$ cat src/rtl/pixel_data_parse.sv
// rtl/pixel_data_parse.sv - pixel-stream frame parser: SOF/header check, payload reassembly, EOF check
// Define PIXEL_PARSE_ERR_CNT_EN to add the saturating err_cnt output.
module pixel_data_parse #(
  parameter int unsigned DLEN      = 32'h002b,
  parameter int unsigned HDR_WORDS = 2,
  parameter logic [7:0]  PHL_ID    = 8'h00,
  parameter logic [7:0]  DTYPE     = 8'h01
) (
  input  logic              rx_pixel_clk,
  input  logic              rstn,
  input  logic              pixel_valid,
  input  logic [63:0]       pixel_value,
  output logic [DLEN*8-1:0] data,
  output logic              data_valid,
  output logic              frame_err,
  output logic              busy
`ifdef PIXEL_PARSE_ERR_CNT_EN
  ,
  output logic [15:0]       err_cnt
`endif
);

  localparam logic [2:0] S_IDLE = 3'd0;
  localparam logic [2:0] S_HDR  = 3'd1;
  localparam logic [2:0] S_PAY  = 3'd2;
  localparam logic [2:0] S_EOF2 = 3'd3;
  localparam logic [2:0] S_DONE = 3'd4;

  localparam logic [31:0] DLEN_W   = 32'(DLEN);
  localparam int unsigned NFULL    = DLEN / 6;
  localparam int unsigned REM      = DLEN % 6;
  localparam logic [9:0]  K_TAIL   = 10'(NFULL * 6);
  localparam logic [2:0]  REM_LEN  = 3'(REM);
  localparam logic [2:0]  IDX_AA   = 3'(REM);
  localparam logic [2:0]  IDX_DD   = 3'(REM + 1);
  localparam logic [1:0]  HDR_LAST = 2'(HDR_WORDS - 1);

  localparam logic [47:0] SOF_W = {8'h01, 24'h000000, 16'hFFEA};
  localparam logic [47:0] HDR_W = {PHL_ID, DLEN_W[7:0], DLEN_W[15:8],
                                   DLEN_W[23:16], DLEN_W[31:24], DTYPE};

  logic [2:0]        state_q, state_d;
  logic [9:0]        k_q, k_d;
  logic [1:0]        hcnt_q, hcnt_d;
  logic [DLEN*8-1:0] data_q, data_d;
  logic              dv_q, dv_d;
  logic              ferr_q, ferr_d;
  logic              busy_q, busy_d;
  logic              fail;
  logic              wr_en;
  logic [2:0]        wr_len;
  logic [47:0]       w;
  logic [7:0]        wb [8];
  logic              unused_hi;

  assign w         = pixel_value[47:0];
  assign unused_hi = &{1'b0, pixel_value[63:48]};

  // Two spare zero lanes keep the EOF byte lookups in range for every REM.
  always_comb begin
    for (int i = 0; i < 6; i++) begin
      wb[i] = w[i*8 +: 8];
    end
    wb[6] = 8'h00;
    wb[7] = 8'h00;
  end

  always_comb begin
    state_d = state_q;
    k_d     = k_q;
    hcnt_d  = hcnt_q;
    busy_d  = busy_q;
    dv_d    = 1'b0;
    ferr_d  = 1'b0;
    fail    = 1'b0;
    wr_en   = 1'b0;
    wr_len  = 3'd6;
    case (state_q)
      S_IDLE: begin
        if (pixel_valid && (w == SOF_W)) begin
          state_d = S_HDR;
          busy_d  = 1'b1;
          hcnt_d  = 2'd0;
        end
      end
      S_HDR: begin
        if (pixel_valid) begin
          if (w == HDR_W) begin
            if (hcnt_q == HDR_LAST) begin
              state_d = S_PAY;
              k_d     = 10'd0;
              hcnt_d  = 2'd0;
            end else begin
              hcnt_d = hcnt_q + 2'd1;
            end
          end else if (w == SOF_W) begin
            hcnt_d = 2'd0;
          end else begin
            fail = 1'b1;
          end
        end
      end
      S_PAY: begin
        if (pixel_valid) begin
          wr_en = 1'b1;
          if (k_q < K_TAIL) begin
            k_d = k_q + 10'd6;
          end else begin
            wr_len = REM_LEN;
            if (REM == 5) begin
              if (wb[5] == 8'hAA) state_d = S_EOF2;
              else                fail    = 1'b1;
            end else if ((wb[IDX_AA] == 8'hAA) && (wb[IDX_DD] == 8'hDD)) begin
              state_d = S_DONE;
            end else begin
              fail = 1'b1;
            end
          end
        end
      end
      S_EOF2: begin
        if (pixel_valid) begin
          if (wb[0] == 8'hDD) state_d = S_DONE;
          else                fail    = 1'b1;
        end
      end
      S_DONE: begin
        dv_d    = 1'b1;
        busy_d  = 1'b0;
        k_d     = 10'd0;
        state_d = S_IDLE;
      end
      default: state_d = S_IDLE;
    endcase
    if (fail) begin
      ferr_d  = 1'b1;
      state_d = S_IDLE;
      busy_d  = 1'b0;
      k_d     = 10'd0;
      hcnt_d  = 2'd0;
    end
  end

  // Each payload byte lane picks its source byte from the current word by offset from k.
  always_comb begin
    logic [10:0] bi;
    logic [10:0] off;
    data_d = data_q;
    bi     = 11'd0;
    off    = 11'd0;
    for (int b = 0; b < int'(DLEN); b++) begin
      bi  = 11'(b);
      off = bi - {1'b0, k_q};
      if (wr_en && (bi >= {1'b0, k_q}) && (off < {8'd0, wr_len})) begin
        data_d[b*8 +: 8] = wb[off[2:0]];
      end
    end
  end

  always_ff @(posedge rx_pixel_clk or negedge rstn) begin
    if (!rstn) begin
      state_q <= S_IDLE;
      k_q     <= '0;
      hcnt_q  <= '0;
      data_q  <= '0;
      dv_q    <= 1'b0;
      ferr_q  <= 1'b0;
      busy_q  <= 1'b0;
    end else begin
      state_q <= state_d;
      k_q     <= k_d;
      hcnt_q  <= hcnt_d;
      data_q  <= data_d;
      dv_q    <= dv_d;
      ferr_q  <= ferr_d;
      busy_q  <= busy_d;
    end
  end

  assign data       = data_q;
  assign data_valid = dv_q;
  assign frame_err  = ferr_q;
  assign busy       = busy_q;

`ifdef PIXEL_PARSE_ERR_CNT_EN
  logic [15:0] err_cnt_q;

  always_ff @(posedge rx_pixel_clk or negedge rstn) begin
    if (!rstn) begin
      err_cnt_q <= '0;
    end else if (ferr_d && (err_cnt_q != 16'hFFFF)) begin
      err_cnt_q <= err_cnt_q + 16'd1;
    end
  end

  assign err_cnt = err_cnt_q;
`endif

endmodule

$ cat config.mk
export PLATFORM = sky130hd
export DESIGN_NAME = pixel_data_parse
export DESIGN_NICKNAME = d
export VERILOG_FILES = /design/src/rtl/pixel_data_parse.sv
export SDC_FILE = /design/constraint.sdc
export NUM_CORES = 1
export LEC_CHECK = 0
export ABC_AREA = 1
export CORE_UTILIZATION = 25
export CTS_CLUSTER_SIZE = 20
export DETAILED_ROUTE_END_ITERATION = 8
export PLACE_DENSITY = 0.57
export SETUP_SLACK_MARGIN = 0.5
export SYNTH_ARGS = -nofsm -noshare
export SYNTH_HDL_FRONTEND = slang
export SYNTH_SLANG_ARGS = --single-unit
$ cat constraint.sdc
create_clock -name rx_pixel_clk -period 10.1 [get_ports rx_pixel_clk]
set_input_delay 1.01 -clock rx_pixel_clk [delete_from_list [all_inputs] [get_ports rx_pixel_clk]]
set_output_delay 1.01 -clock rx_pixel_clk [all_outputs]
set_load 0.05 [all_outputs]
==> results of run 1 <==
## routing by layer
metal  track usage  wire, µm  vias up
li1              -         -     7789
met1         0.252     30400     7696
met2         0.321     33300      516
met3        0.0473      4620      122
met5             0        27        -
met4        0.0659      2370        4
## sequential cells by signal, indices dropped and copies added (netlist names)
| register | count |
|---|---|
| data | 344 |
| state_q | 3 |
| frame_err | 1 |
| busy | 1 |
| k_q | 9 |
| hcnt_q | 2 |
| data_valid | 1 |
## cells in the final DEF, fill, tap and decap left out, drive strengths merged, types with 4 or more instances in the layout
cell	instances
nand2	626
o21ai	446
clkdlybuf4s50	396
dfrtp	361
inv	212
nor2	130
clkbuf	61
nand3	53
a21oi	49
nand4	38
nor3	31
buf	31
ha	26
xor2	22
mux2i	18
nor4	11
clkinv	9
o211ai	5
bufinv	5
a31oi	4
## through the flow
stage	cells	setup WS (ns)
finish	3489	5.16
global route	3488	4.80
CTS	3488	5.26
detailed placement	3408	5.30
global placement	3408	5.37
floorplan	2137	6.33
## where the power goes
group / switching (µW) / internal, µW / leakage, µW
Clock: 656 / 994 / 0.000730
Sequential: 0.000000000000784 / 1450 / 0.00496
Combinational: 93.6 / 31.9 / 0.00540
## final cells by class
type,instances,area (µm²),area share
multi-input cells,1480,7350,0.306
inverters,209,787,0.0327
clock buffers,61,1250,0.0518
repair buffers,427,4220,0.175
diodes,1,2.50,0.000104
clock inverters,19,248,0.0103
well taps,931,1160,0.0484
flip-flops and latches,361,9030,0.376
## logic make-up (layout without fill, tap and decap cells)
family                   Yosys count  count (layout)  share of synthesized area
AND/OR/NAND/NOR                  895             895                      0.222
adder cells (fa/ha/maj)           26              26                     0.0185
multiplexers                      18              18                     0.0102
XOR/XNOR                          23              23                     0.0114
buffers and inverters            296             716                     0.0701
AO/OA/AOI/OAI                    518             518                      0.155
flip-flops                       361             361                      0.513
other                              0               1                          0
## worst register-to-register path: stages, from the launching register on
cell     delay, ns
dfrtp_1       0.36
buf_4         0.28
inv_1         0.11
buf_4         0.42
ha_1          0.47
inv_1         0.16
nand2_1       0.12
nand3_1       0.09
nand2_1       0.09
nand3_2       0.13
nand3_4       0.18
inv_1         0.27
ha_1          0.35
nor2_1        0.08
inv_1         0.05
a21oi_1       0.21
inv_1         0.13
nor3_1        0.16
nand4_1       0.69
o21ai_0       0.45
## final timing paths
path / startpoint / endpoint / slack (ns) / cells after the start
worst max register to register: k_q[2] / data[281] / 5.16 / 19
min in group rx_pixel_clk: data[300] / data[300] / 0.48 / 2
worst max-delay path: k_q[2] / data[281] / 5.16 / 19
worst min register to register: data[300] / data[300] / 0.48 / 2
max in group asynchronous: rstn / data[338] / 7.41 / 3
worst min-delay path: rstn / data[10] / 0.40 / 1
==> flow_summary.yaml, run 1 <==
setup_path:
  worstPathBufferInverterCount: 7
  worstSetupStartpointType: "register"
  cp_max_fo: 44
  end_kind: "register"
  crit_type: "reg2reg"
  cpMaxStageDelayCell: "nand4_1"
  critPathTopFamily: "simple AND/OR/NAND/NOR gates"
  crit_top_cell: "inv_1"
  slowest_delay_ns: 0.69
  cp.arrival_ns: 5.39
  cp.required_ns: 10.54
  crit_chain: "buf_4 > inv_1 > buf_4 > ha_1 > inv_1 > nand2_1 > nand3_1 > nand2_1 > nand3_2 > nand3_4 > inv_1 > ha_1 > nor2_1 > inv_1 > a21oi_1 > inv_1 > nor3_1 > nand4_1 > o21ai_0"
timing:
  tns_ns: 0
  finalHoldViolCount: 0
  fin_crit_sh: 0.490
  max_freq_mhz: 202
  final-max-slew-violation-count: 0
  relSlewSlack: 0.280
  hold_slack_ns: 0.403
  worst_pin_slew_ns: 1.07
  finClkSkew_ns: 0.0386
  rsz0062_at_grt: "false"
  fin_crit_ns: 4.94
  setup_viol: 0
routing:
  drt_wl_total_um: 70700
  vias: 16100
  drtPass1Iterations: 7
  wire_per_inst_um: 20.3
  drtAntennaViolNets: 0
  drt-initial-drc-count: 1208
  drc_errors: 0
  viasPerCell: 4.62
logic_synthesis:
  synth_cell_types: 58
  synth_area_leaders: "dfrtp_1 (51%), nand2_1 (13%), o21ai_0 (8.1%), o21ai_1 (4.3%), inv_1 (4.1%)"
  synth-async-reset-ratio: 1.00
  synth_largest_area_cell: "dfrtp_1"
  synth_nets: 2230
  netlist.area_leader.share: 0.513
  yosysSeqAreaShare: 0.513
  avgSynthCellArea_um2: 8.25
  ys_top_cells_by_count: "nand2_1 (614), dfrtp_1 (361), o21ai_0 (286), inv_1 (194), o21ai_1 (150)"
  syn_area_mm2: 0.0176
  yosys_warnings: 0
  synthFlopType: "dfrtp_1"
  synthMostInstantiatedCell: "nand2_1"
  ys_seq_elements: 361
  syn_inst: 2137
  synth_edf_count: 0
clock_network:
  clkTransAtPathRegs_ns: 0.06
  clockBufferDepth: 3
  cts_setup_buffers: 0
  clkSinkCount: 361
  post_cts_resized: 0
  clockRootBuffer: "clkbuf_16"
  cts_tree: "done"
  cts_made_buffers: 44
  ctsHtreeMaxLevel: 2
  clk-insertion-delay-late_ns: 0.59
  cts_hold_buf: 0
power:
  irDropWorstVdd_mv: 0.0965
  leakagePower_uw: 0.0111
  fin_total_pwr_uw: 3220
  power_density_mw_per_mm2: 134
global_routing:
  grt_pass1_vias: 15600
  antenna_found_initial: 3
  gr-total-overflow: 0
  grt_usage: 0.196
  grt_pass1_wl_um: 105000
  grt_max_degree: 147
placement:
  hpwl_um: 53000
  place_congestion: 0.950
  place_area_mm2: 0.0226
  port_buffers: 397
cells_and_area:
  design_area_mm2: 0.0241
  syn2layout_area_growth_pct: 36.5
  nNetsFinal: 2616
  drive_gt1_frac: 0.0696
  fin_util: 0.348
  fillerInstances: 7337
die:
  rows: 96
  die_y_um: 267
  die_w_um: 267
  start_util: 0.255
  core_area_mm2: 0.0692
  io_pins: 414
  die_area_mm2: 0.0715
worst_hold_path:
  hold_class: "in2async"
flow_run:
  maxCapViolations: 0
status:
  status: "finished, final reports clean"
(Power assumes the default switching activity.)
==> run 2: changes to the inputs <==
--- a/config.mk
+++ b/config.mk
@@ -9,7 +9,7 @@
 export CORE_UTILIZATION = 25
 export CTS_CLUSTER_SIZE = 20
 export DETAILED_ROUTE_END_ITERATION = 8
-export PLACE_DENSITY = 0.57
+export PLACE_DENSITY = 0.58
 export SETUP_SLACK_MARGIN = 0.5
 export SYNTH_ARGS = -nofsm -noshare
 export SYNTH_HDL_FRONTEND = slang
==> constraint.sdc (replaced) <==
create_clock -name rx_pixel_clk -period 4.25 [get_ports rx_pixel_clk]
set_input_delay 0.425 -clock rx_pixel_clk [delete_from_list [all_inputs] [get_ports rx_pixel_clk]]
set_output_delay 0.425 -clock rx_pixel_clk [all_outputs]
set_load 0.05 [all_outputs]
==> flow_summary.yaml, run 2 (synthesis results as in run 1) <==
power:
  irDropWorstVdd_mv: 0.220
  power_density_mw_per_mm2: 309
  leakagePower_uw: 0.0114
cells_and_area:
  fin_cells: 3553
  nNetsFinal: 2681
  final_common_cell: "nand2_1"
  largest_register_ffs: 344
  drive_gt1_frac: 0.0954
  final_cell_mix: "nand2_1 (614), clkdlybuf4s50_1 (396), dfrtp_1 (358), o21ai_0 (283), inv_1 (193)"
  syn2layout_area_growth_pct: 39.5
routing:
  wire_per_inst_um: 20.1
  drt_wl_total_um: 71400
  viasPerCell: 4.58
  drtPass1Iterations: 6
  drt-initial-drc-count: 1239
  drc_errors: 0
  vias: 16300
  drtAntennaViolNets: 0
placement:
  place_congestion: 0.992
  port_buffers: 397
  place_inst: 3472
  hpwl_um: 54600
timing:
  setup_viol: 0
  worst_pin_slew_ns: 1.15
  rsz0062_at_grt: "false"
  finClkSkew_ns: 0.0360
  tns_ns: 0
  fin_crit_sh: 0.791
  final-max-slew-violation-count: 0
  fin_crit_ns: 3.36
  relSlewSlack: 0.227
  finalHoldViolCount: 0
  max_freq_mhz: 298
  hold_slack_ns: 0.455
clock_network:
  clockBufferDepth: 3
  cts_setup_buffers: 0
  ctsHtreeMaxLevel: 2
  cts_tree: "done"
  clkTransAtPathRegs_ns: 0.06
  clockRootBuffer: "clkbuf_16"
  cts_made_buffers: 44
  clkSinkCount: 361
  clk-insertion-delay-late_ns: 0.59
setup_path:
  end_kind: "register"
  worstSetupStartpointType: "register"
  r2r_setup_slack_ns: 0.89
  cp.required_ns: 4.66
  rr_worst_depth: 16
  cp_max_fo: 16
  cp.arrival_ns: 3.77
  crit_type: "reg2reg"
die:
  die_w_um: 267
  die_y_um: 267
  core_area_mm2: 0.0692
  start_util: 0.255
  io_pins: 414
  die_area_mm2: 0.0715
  rows: 96
global_routing:
  grt_max_degree: 121
  gr-total-overflow: 0
  grt_usage: 0.200
  grt_pass1_wl_um: 107000
  grt_pass1_vias: 16300
  antenna_found_initial: 3
flow_run:
  maxCapViolations: 0
worst_hold_path:
  hold_class: "in2async"
status:
  status: "finished, final reports clean"
run 2: changes by cell type in the layout (fill, tap and decap cells not counted), sizes merged:
cell,before,now
bufinv,5,3
dlygate4sd3,0,1
buf,31,95
clkbuf,61,58
clkinvlp,2,4
clkinv,9,11
run 2: per-layer routing:
layer	wire (µm)	GRT usage	vias up
met1	31000	0.260	7706
met3	4460	0.0403	133
met4	2270	0.0632	4
met5	29	0	-
met2	33600	0.332	514
li1	-	-	7901
run 2: power breakdown:
part           internal (µW)  total [µW]  leakage (µW)     switching, µW
Clock                   2270        3850      0.000723              1590
Combinational           83.0         306       0.00571               223
Sequential              3440        3440       0.00496  0.00000000000216
run 2: through the flow:
stage | utilization | setup slack [ns] | cell area, µm² | total power [µW]
2_1_floorplan | - | 0.570 | 17600 | 3570
3_3_place_gp | 0.333 | 0.671 | 23100 | 3810
3_5_place_dp | 0.333 | 0.667 | 23100 | 3820
4_1_cts | 0.355 | 0.614 | 24600 | 7720
5_1_grt | 0.355 | 0.560 | 24600 | 7870
6_report | 0.355 | 0.889 | 24600 | 7590
run 2: area by class of cell:
| cell class | count | area (µm²) |
|---|---|---|
| clock inverters | 21 | 231 |
| inverters | 209 | 787 |
| fillers | 7355 | 44600 |
| multi-input cells | 1480 | 7370 |
| diodes | 1 | 2.50 |
| repair buffers | 492 | 4740 |
| flip-flops and latches | 361 | 9040 |
| well taps | 931 | 1160 |
| clock buffers | 58 | 1240 |
run 2: path summary, 6_finish.rpt:
kind	startpoint	to
worst max-delay path	k_q[1]	data[224]
worst min-delay path	rstn	data[10]
worst max register to register	k_q[1]	data[224]
worst min register to register	data[129]	data[129]
max in group asynchronous	rstn	data[36]
min in group rx_pixel_clk	data[129]	data[129]
run 2: repair_timing:
item | CTS | global route
hold endpoints to repair | 79 | 0
hold buffers | 1 | 0
gates resized for setup | 0 | 6
endpoints found under the setup margin | 0 | 87
run 2: worst max-delay path, cell delays in order, from the launching register on:
cell and delay (ns):
dfrtp_2 0.52, inv_2 0.13, ha_4 0.21, inv_1 0.08
nand2_1 0.09, nand3_1 0.09, nand2_1 0.10, nand3_2 0.12
nand3_4 0.09, inv_1 0.16, buf_4 0.20, ha_1 0.32
a21o_1 0.22, a31oi_4 0.27, nand3_2 0.37, nand2_1 0.14
o21ai_1 0.07
